**src/rtl/mem_arbiter_pkg.sv**
```systemverilog
// Shared types for the fetch/data memory-port arbiter.
package mem_arbiter_pkg;

  typedef enum logic [1:0] {
    ARB_IDLE   = 2'd0,
    ARB_BUSY_I = 2'd1,
    ARB_BUSY_D = 2'd2,
    ARB_DONE   = 2'd3
  } arb_state_e;

  localparam int unsigned DATA_W = 32;

  // Bits needed to hold 0..max_wait inclusive.
  function automatic int unsigned cnt_w(input int unsigned max_wait);
    return (max_wait < 2) ? 1 : $clog2(max_wait + 1);
  endfunction

endpackage

```
**src/rtl/mem_arbiter_wait_counter.sv**
```systemverilog
// Saturating wait counter; tc_o flags the cycle whose edge brings the count to MAX_WAIT.
module mem_arbiter_wait_counter #(
  parameter int unsigned MAX_WAIT = 16,
  parameter int unsigned W        = 5
) (
  input  logic clock,
  input  logic reset,
  input  logic clr_i,
  input  logic en_i,
  output logic tc_o
);

  localparam logic [W-1:0] MAX = W'(MAX_WAIT);

  logic [W-1:0] cnt_q, cnt_d;

  always_comb begin
    cnt_d = cnt_q;
    if (clr_i)                    cnt_d = '0;
    else if (en_i && cnt_q != MAX) cnt_d = cnt_q + 1'b1;
  end

  always_ff @(posedge clock or posedge reset) begin
    if (reset) cnt_q <= '0;
    else       cnt_q <= cnt_d;
  end

  // Lookahead so the abort lands on the MAX_WAIT-th busy cycle, not one later.
  assign tc_o = en_i & (cnt_d == MAX);

endmodule

```
**src/rtl/mem_arbiter.sv**
```systemverilog
// Shares one memory port between fetch and data sides, one transaction at a time,
// with a bounded wait that aborts hung accesses and flags err with the ack.
module mem_arbiter
  import mem_arbiter_pkg::*;
#(
  parameter int unsigned MAX_WAIT = 16,
  parameter int unsigned ADDR_W   = 32
) (
  input  logic              clock,
  input  logic              reset,
  input  logic              i_req,
  input  logic [ADDR_W-1:0] i_addr,
  output logic              i_ack,
  output logic [DATA_W-1:0] i_rdata,
  output logic              i_stall,
  input  logic              d_req,
  input  logic              d_we,
  input  logic              d_byte,
  input  logic [ADDR_W-1:0] d_addr,
  input  logic [DATA_W-1:0] d_wdata,
  output logic              d_ack,
  output logic [DATA_W-1:0] d_rdata,
  output logic              d_stall,
  output logic              err,
  output logic              mem_req,
  output logic              mem_we,
  output logic              mem_byte,
  output logic [ADDR_W-1:0] mem_addr,
  output logic [DATA_W-1:0] mem_wdata,
  input  logic              mem_ready,
  input  logic [DATA_W-1:0] mem_rdata
);

  localparam int unsigned CW = cnt_w(MAX_WAIT);

  arb_state_e        state_q, state_d;
  logic              side_q, side_d;    // 1 = data side owns the transaction
  logic              abort_q, abort_d;
  logic              mem_req_q, mem_req_d;
  logic              mem_we_q, mem_we_d;
  logic              mem_byte_q, mem_byte_d;
  logic [ADDR_W-1:0] mem_addr_q, mem_addr_d;
  logic [DATA_W-1:0] mem_wdata_q, mem_wdata_d;
  logic [DATA_W-1:0] i_rdata_q, i_rdata_d;
  logic [DATA_W-1:0] d_rdata_q, d_rdata_d;
  logic              cnt_en, cnt_clr, cnt_tc, done;

  assign cnt_en  = (state_q == ARB_BUSY_I) || (state_q == ARB_BUSY_D);
  assign cnt_clr = ~cnt_en;

  mem_arbiter_wait_counter #(.MAX_WAIT(MAX_WAIT), .W(CW)) u_wait (
    .clock (clock),
    .reset (reset),
    .clr_i (cnt_clr),
    .en_i  (cnt_en),
    .tc_o  (cnt_tc)
  );

  always_comb begin
    state_d     = state_q;
    side_d      = side_q;
    abort_d     = abort_q;
    mem_req_d   = mem_req_q;
    mem_we_d    = mem_we_q;
    mem_byte_d  = mem_byte_q;
    mem_addr_d  = mem_addr_q;
    mem_wdata_d = mem_wdata_q;
    i_rdata_d   = i_rdata_q;
    d_rdata_d   = d_rdata_q;
    unique case (state_q)
      ARB_IDLE: begin
        // Data wins ties: the memory stage holds the older instruction.
        if (d_req) begin
          state_d     = ARB_BUSY_D;
          side_d      = 1'b1;
          abort_d     = 1'b0;
          mem_req_d   = 1'b1;
          mem_we_d    = d_we;
          mem_byte_d  = d_byte;
          mem_addr_d  = d_addr;
          mem_wdata_d = d_wdata;
        end else if (i_req) begin
          state_d     = ARB_BUSY_I;
          side_d      = 1'b0;
          abort_d     = 1'b0;
          mem_req_d   = 1'b1;
          mem_we_d    = 1'b0;
          mem_byte_d  = 1'b0;
          mem_addr_d  = i_addr;
          mem_wdata_d = '0;
        end
      end
      ARB_BUSY_I, ARB_BUSY_D: begin
        if (mem_ready) begin
          state_d   = ARB_DONE;
          mem_req_d = 1'b0;
          if (side_q) d_rdata_d = mem_we_q ? '0 : mem_rdata;
          else        i_rdata_d = mem_rdata;
        end else if (cnt_tc) begin
          state_d   = ARB_DONE;
          mem_req_d = 1'b0;
          abort_d   = 1'b1;
          if (side_q) d_rdata_d = '0;
          else        i_rdata_d = '0;
        end
      end
      ARB_DONE: state_d = ARB_IDLE;
      default:  state_d = ARB_IDLE;
    endcase
  end

  always_ff @(posedge clock or posedge reset) begin
    if (reset) begin
      state_q     <= ARB_IDLE;
      side_q      <= 1'b0;
      abort_q     <= 1'b0;
      mem_req_q   <= 1'b0;
      mem_we_q    <= 1'b0;
      mem_byte_q  <= 1'b0;
      mem_addr_q  <= '0;
      mem_wdata_q <= '0;
      i_rdata_q   <= '0;
      d_rdata_q   <= '0;
    end else begin
      state_q     <= state_d;
      side_q      <= side_d;
      abort_q     <= abort_d;
      mem_req_q   <= mem_req_d;
      mem_we_q    <= mem_we_d;
      mem_byte_q  <= mem_byte_d;
      mem_addr_q  <= mem_addr_d;
      mem_wdata_q <= mem_wdata_d;
      i_rdata_q   <= i_rdata_d;
      d_rdata_q   <= d_rdata_d;
    end
  end

  assign done      = (state_q == ARB_DONE);
  assign i_ack     = done & ~side_q;
  assign d_ack     = done & side_q;
  assign err       = done & abort_q;
  assign i_stall   = i_req & ~i_ack;
  assign d_stall   = d_req & ~d_ack;
  assign i_rdata   = i_rdata_q;
  assign d_rdata   = d_rdata_q;
  assign mem_req   = mem_req_q;
  assign mem_we    = mem_we_q;
  assign mem_byte  = mem_byte_q;
  assign mem_addr  = mem_addr_q;
  assign mem_wdata = mem_wdata_q;

endmodule
```
**config.mk**
```make
export PLATFORM = sky130hd
export DESIGN_NAME = mem_arbiter
export DESIGN_NICKNAME = d
export VERILOG_FILES = /design/src/rtl/mem_arbiter_pkg.sv /design/src/rtl/mem_arbiter_wait_counter.sv /design/src/rtl/mem_arbiter.sv
export SDC_FILE = /design/constraint.sdc
export NUM_CORES = 1
export LEC_CHECK = 0
export BUFFER_PORTS_ARGS = -buffer_cell sky130_fd_sc_hd__buf_2
export CAP_MARGIN = 30
export CORE_MARGIN = 5
export CORE_UTILIZATION = 30
export DETAILED_ROUTE_END_ITERATION = 8
export GPL_TIMING_DRIVEN = 0
export HOLD_SLACK_MARGIN = 0.08
export SLEW_MARGIN = 20
export SYNTH_ARGS = -nofsm -noshare
export SYNTH_HDL_FRONTEND = slang
export SYNTH_SLANG_ARGS = --single-unit
```
**constraint.sdc**
```tcl
create_clock -name clock -period 9.08 [get_ports clock]
set_clock_uncertainty 0.15 [all_clocks]
set_input_delay 0.454 -clock clock [delete_from_list [all_inputs] [get_ports clock]]
set_output_delay 0.454 -clock clock [all_outputs]
set_load 0.005 [all_outputs]
```
---- Yosys cells after proc, flatten, opt, wreduce, memory -nomap -nowiden ----
Cells that the tools add are included.
operators by class
  $add $sub $neg .......................... 1
  eq/ne operators ......................... 9
  mux-type cells .......................... 33
  bitwise gates (word level) .............. 9
  reductions and logical operators ........ 13
operators with widths
  cell                   number
  $mux W32               13
  $mux W1                11
  $mux W5                2
  $reduce_and A3 Y1      3
  $mux W2                4
  $and A1 B1 Y1          6
  $ne A3 B3 Y1 const B   2
  $pmux W2 S3            1
  $reduce_bool A2 Y1     3
  $add A5 B1 Y5 const B  1
  $eq A5 B5 Y1 const B   1
  $ne A5 B5 Y1 const B   1
  $eq A2 B2 Y1 const B   2
  $ne A2 B2 Y1 const B   2
  $pmux W1 S2            2
  $reduce_and A2 Y1      2
  $reduce_and A4 Y1      1
  $not A1 Y1             3
  $eq A2 B1 Y1 const B   1
  $logic_not A2 Y1       1
  $reduce_or A2 Y1       1
  $logic_and A1 B1 Y1    1
  $logic_or A1 B1 Y1     1
storage, ports and cells
  bits in registers ....................... 140
  bits of input ports ..................... 135
  output and inout port bits .............. 136
  logic and storage cells ................. 76

---- Depth between registers and ports, before layout ----
  depth after elaboration ................. 10
  mapped depth ............................ 9
  gate-level depth less buffers ........... 7

---- Hierarchy ----
A second synthesis with hierarchy kept.
unflattened totals
  cells, all modules ...................... 609
  area, all modules ....................... 6,049.6 um2
by module, submodules not included
  module                    instances  cells an instance  area an instance (um2)  sequential area each (um2)
  mem_arbiter               1          575                5,696.7                 3,378.2
  mem_arbiter_wait_counter  1          34                 352.8                   125.1

---- Worst setup path after synthesis ----
Ideal clock, no wire load.
  kind .................................... register to register
  start point ............................. register u_wait.cnt_q[0]
  end point ............................... register d_rdata_q[11], in the netlist d_rdata[11]
  setup time .............................. 0.121 ns
  arrival time ............................ 1.825 ns
  data required time ...................... 8.809 ns
  slack ................................... 6.984 ns
  cell stages (with the launch flop) ...... 9
  buffers on the path ..................... 1
  period minus slack after synthesis ...... 2.096 ns
  cells stage by stage .................... dfrtp_1 > inv_1 > ha_1 > nand2b_1 > a211oi_2 > o211a_4 > o211ai_4 > buf_6 > a22o_2
between the ends
  cells in the longest elaborated chain, start to end .. 8
  elaborated cells between the ends (all ways) .. 9
  classes of those cells .................. add/sub: 1; eq/ne: 2; mux: 2; bitwise: 1; reduce/logical: 3
ends and longest elaborated chain
  element                                                line                            RTL
  from (decl)                                            mem_arbiter_wait_counter.sv:15  logic [W-1:0] cnt_q, cnt_d;
  from (signal assigned)                                 mem_arbiter_wait_counter.sv:25  else cnt_q <= cnt_d;
  branches (longest 2 deep; another with $add A5 B1 Y5)  n/a
  $mux W5 *                                              mem_arbiter_wait_counter.sv:20  else if (en_i && cnt_q != MAX) cnt_d = cnt_q + 1'b1;
  $mux W5 *                                              mem_arbiter_wait_counter.sv:19  if (clr_i) cnt_d = '0;
  $eq A5 B5 Y1 *                                         mem_arbiter_wait_counter.sv:29  assign tc_o = en_i & (cnt_d == MAX);
  $and A1 B1 Y1 *                                        mem_arbiter_wait_counter.sv:29
  $reduce_bool A2 Y1 (no source line) *                  n/a
  $reduce_and A3 Y1 (no source line) *                   n/a
  to (signal assigned)                                   mem_arbiter.sv:134              d_rdata_q <= d_rdata_d;
  to (decl)                                              mem_arbiter.sv:45               logic [DATA_W-1:0] d_rdata_q, d_rdata_d;
Mark *: on every way between the ends.
A chain may end at the register's enable or synchronous reset.

---- Final worst setup path ----
  start point ............................. register state_q[1]
  end point ............................... register i_rdata_q[15], in the netlist i_rdata[15]
between the ends
  cells in the longest elaborated chain, start to end .. 9
  elaborated cells between the ends (all ways) .. 11
  classes of those cells .................. eq/ne: 3; mux: 2; bitwise: 1; reduce/logical: 5
ends and longest elaborated chain
  element                                              line                                  RTL
  from (decl)                                          mem_arbiter.sv:36                     arb_state_e state_q, state_d;
  from (signal assigned)                               mem_arbiter.sv:125                    state_q <= state_d;
  $eq A2 B1 Y1 / $eq A2 B2 Y1 (equally long branches)  mem_arbiter.sv:48, mem_arbiter.sv:70
  $logic_or A1 B1 Y1                                   mem_arbiter.sv:48                     assign cnt_en = (state_q == ARB_BUSY_I) || (state_q == ARB_BUSY_D);
  $logic_and A1 B1 Y1                                  mem_arbiter_wait_counter.sv:20
  $mux W5                                              mem_arbiter_wait_counter.sv:20
  $mux W5                                              mem_arbiter_wait_counter.sv:19
  $eq A5 B5 Y1                                         mem_arbiter_wait_counter.sv:29
  $and A1 B1 Y1                                        mem_arbiter_wait_counter.sv:29
  $reduce_bool A2 Y1 (no source line)                  n/a
  $reduce_and A3 Y1 (no source line) *                 n/a
  to (signal assigned)                                 mem_arbiter.sv:133                    i_rdata_q <= i_rdata_d;
  to (decl)                                            mem_arbiter.sv:44                     logic [DATA_W-1:0] i_rdata_q, i_rdata_d;
Every way passes the cells marked *; elsewhere a longest branch is shown, timed or not.

==> impl_metrics.env <==
export IMPL_drt_met1_wl_um=7458
export IMPL_cts_hold_buffers_added=1
export IMPL_antenna_found_initial=3
export IMPL_drive_gt1_share_pct=46.19
export IMPL_synth_cell_area_sq_mm=0.005629
export IMPL_power_density_mw_per_mm2=344.0
export IMPL_layout_nets=861
export IMPL_fmax_ghz=0.4120
export IMPL_status="finished clean"
export IMPL_chipWidth_um=147.0
export IMPL_drc=0
export IMPL_period_share_pct=26.73
export IMPL_ys_flop_type="dfrtp_1"
export IMPL_stdcell_count=969
export IMPL_area_growth_synth_to_final_pct=39.32
export IMPL_synth_warnings=0
export IMPL_top_layer="met5"
export IMPL_tightestPinTransition_ps=668.4
export IMPL_yosysTopAreaCellShare_pct=62.24
export IMPL_cp_start_kind="flop"
export IMPL_drv_slew=0
export IMPL_numCtsBuffers=17
export IMPL_cap_violations=0
export IMPL_criticalPathCategory="flop to flop"
export IMPL_ys_top_cells_by_count="dfrtp_1, a22o_1, nand2_1"
export IMPL_fill_cells=1811
export IMPL_root_buffer="clkbuf_16"
export IMPL_rr_worst_depth=7
export IMPL_drtPass1Iterations=5
export IMPL_ant_nets=0
export IMPL_place_inst=936
export IMPL_clk_pin_slew_worst_paths_ps=60
export IMPL_fin_setup_tns_ps=0
export IMPL_hp_start="d_wdata[27]"
export IMPL_seqCellArea_sq_mm=0.003503
export IMPL_num_vias=4549
export IMPL_grt_pass1_wl_um=26430
export IMPL_arrival_ps=2630
export IMPL_synthesis_nets=571
export IMPL_yosysTopAreaCell="dfrtp_1"
export IMPL_ios=271
export IMPL_cts_sinks=140
export IMPL_hold_viol=0
export IMPL_clockBufferDepth=2
export IMPL_synth_seq_cells=140
export IMPL_min_path_type="primary input to flop"
export IMPL_initial_core_util_pct=30.30
export IMPL_rows=50
export IMPL_synthesis_instances=432
export IMPL_ctsResizeCount=0
export IMPL_crit_required_ps=9280
export IMPL_slew_headroom_pct=55.44
export IMPL_grt_usage_pct=15.68
export IMPL_port_buffers=269
export IMPL_whs_endpoint="mem_wdata[27]"
export IMPL_grt_overflow_total=0
export IMPL_clk_latency_ps=410
export IMPL_grt_max_degree=86
export IMPL_met2_length_um=7976
export IMPL_leakage_nw=4.211
export IMPL_grt_pass1_vias=4693
export IMPL_dp_hpwl_um=12880
export IMPL_routed_via_density=4.695
export IMPL_worstReg2RegStart="state_q[1]"
export IMPL_yosysSeqAreaShare_pct=62.24
export IMPL_path_max_fanout=10
export IMPL_reg2reg_slack_ps=6650
export IMPL_rr_endpoint="i_rdata[15]"
export IMPL_hold_path_depth=2
export IMPL_end_kind="flop"
export IMPL_coreArea_sq_mm=0.01858
export IMPL_htreeDepth=4
export IMPL_min_period_ps=2427
export IMPL_synthMostInstantiatedCell="dfrtp_1"
export IMPL_drt_iter0_drc=118
export IMPL_yosys_top_cells_area="dfrtp_1, a22o_1, mux2i_1"
export IMPL_post_cts_buffers=0
export IMPL_dr_wl_met3_um=1461
export IMPL_fp_dieH_um=147.0
export IMPL_routedWlPerCell_um=17.66
export IMPL_gp_congestion=0.7457
export IMPL_synth_edf_count=0
export IMPL_async_reset_ff_share_pct=100.0
export IMPL_setup_violations=0
export IMPL_wl_um=17120
export IMPL_die_area_sq_mm=0.02160
export IMPL_max_vdd_ir_drop_v=0.0001220
export IMPL_ys_types=34
export IMPL_multiInputGateArea_sq_mm=0.001922
export IMPL_avgSynthCellArea_sq_um=13.03
export IMPL_cts_tree="built"
export IMPL_rsz0062_at_grt="no"
flip-flops by register name, summed over array words and instances (netlist names), 2 cells and up:
name / count
mem_wdata: 32
u_wait.cnt_q: 5
d_rdata: 32
mem_addr: 32
state_q: 2
i_rdata: 32
metrics by stage:
stage | total power [mW] | util (%) | worst slack [ps] | instance area [sq um] | hold WS [ps]
floorplan | 1.616 | - | 4723 | 5629 | 322.9
global placement | 2.079 | 39.12 | 3001 | 7268 | 307.2
detailed placement | 2.099 | 39.31 | 6658 | 7303 | 315.5
CTS | 2.741 | 42.20 | 6636 | 7840 | 83.67
global route | 2.890 | 42.21 | 6485 | 7843 | 87.00
finish | 2.698 | 42.21 | 6653 | 7843 | 107.7
cell families after synthesis:
family / share of synthesized area (%)
AO/OA/AOI/OAI: 21.25
flip-flops: 62.24
XOR/XNOR: 0.4669
AND/OR/NAND/NOR: 5.246
multiplexers: 6.290
buffers and inverters: 3.623
adder cells (fa/ha/maj): 0.8891
worst max-delay path, cell delays in order, from the launching register on:
cell,delay (ps)
dfrtp_1,390
inv_1,60
ha_1,460
and2b_1,220
and2_1,130
clkbuf_1,250
clkbuf_1,470
a22o_1,230
routing by layer:
layer	up-vias	global-route usage [%]
met4	4	5.359
met3	16	5.922
li1	2173	-
met1	2155	19.96
met5	-	0
met2	201	24.66
area by class of cell:
cell class | instances | area share (%)
flip-flops and latches | 140 | 44.67
diodes | 1 | 0.03191
plain buffers | 35 | 2.313
multi-input cells | 251 | 24.51
clock buffers | 19 | 5.520
clock inverters | 12 | 1.197
well taps | 234 | 3.733
inverters | 6 | 0.3829
repair buffers | 271 | 17.65
placed cells by master, fill, tap and decap left out, types with 3 or more instances in the layout:
| cell type | instances |
|---|---|
| a22o_1 | 75 |
| buf_6 | 6 |
| mux2i_1 | 34 |
| inv_1 | 5 |
| clkinv_4 | 5 |
| clkbuf_16 | 17 |
| nand2b_1 | 3 |
| o21ai_0 | 36 |
| nor2b_1 | 6 |
| clkbuf_1 | 21 |
| nor2_1 | 3 |
| nand2_1 | 39 |
| a22o_2 | 23 |
| a21oi_1 | 3 |
| dfrtp_1 | 140 |
| buf_1 | 6 |
| ha_1 | 4 |
| clkinvlp_4 | 3 |
| buf_2 | 273 |
| and2_1 | 6 |
power by group:
group | internal [mW] | switching (mW)
Sequential | 0.898 | 0.154
Combinational | 0.510 | 0.509
Clock | 0.350 | 0.276
Total | 1.76 | 0.939
worst max-delay path by stage:
stage                           from           to  slack, ps  depth (start not counted)
after CTS                 state_q[1]   i_rdata[1]       6640                          7
after global placement         reset   i_rdata[6]       3000                          2
after detailed placement  state_q[1]   i_rdata[1]       6660                          7
after global routing      state_q[1]  i_rdata[11]       6490                          7
after floorplan                reset      abort_q       4720                          1
final                     state_q[1]  i_rdata[15]       6650                          7
(Power assumes the default switching activity.)
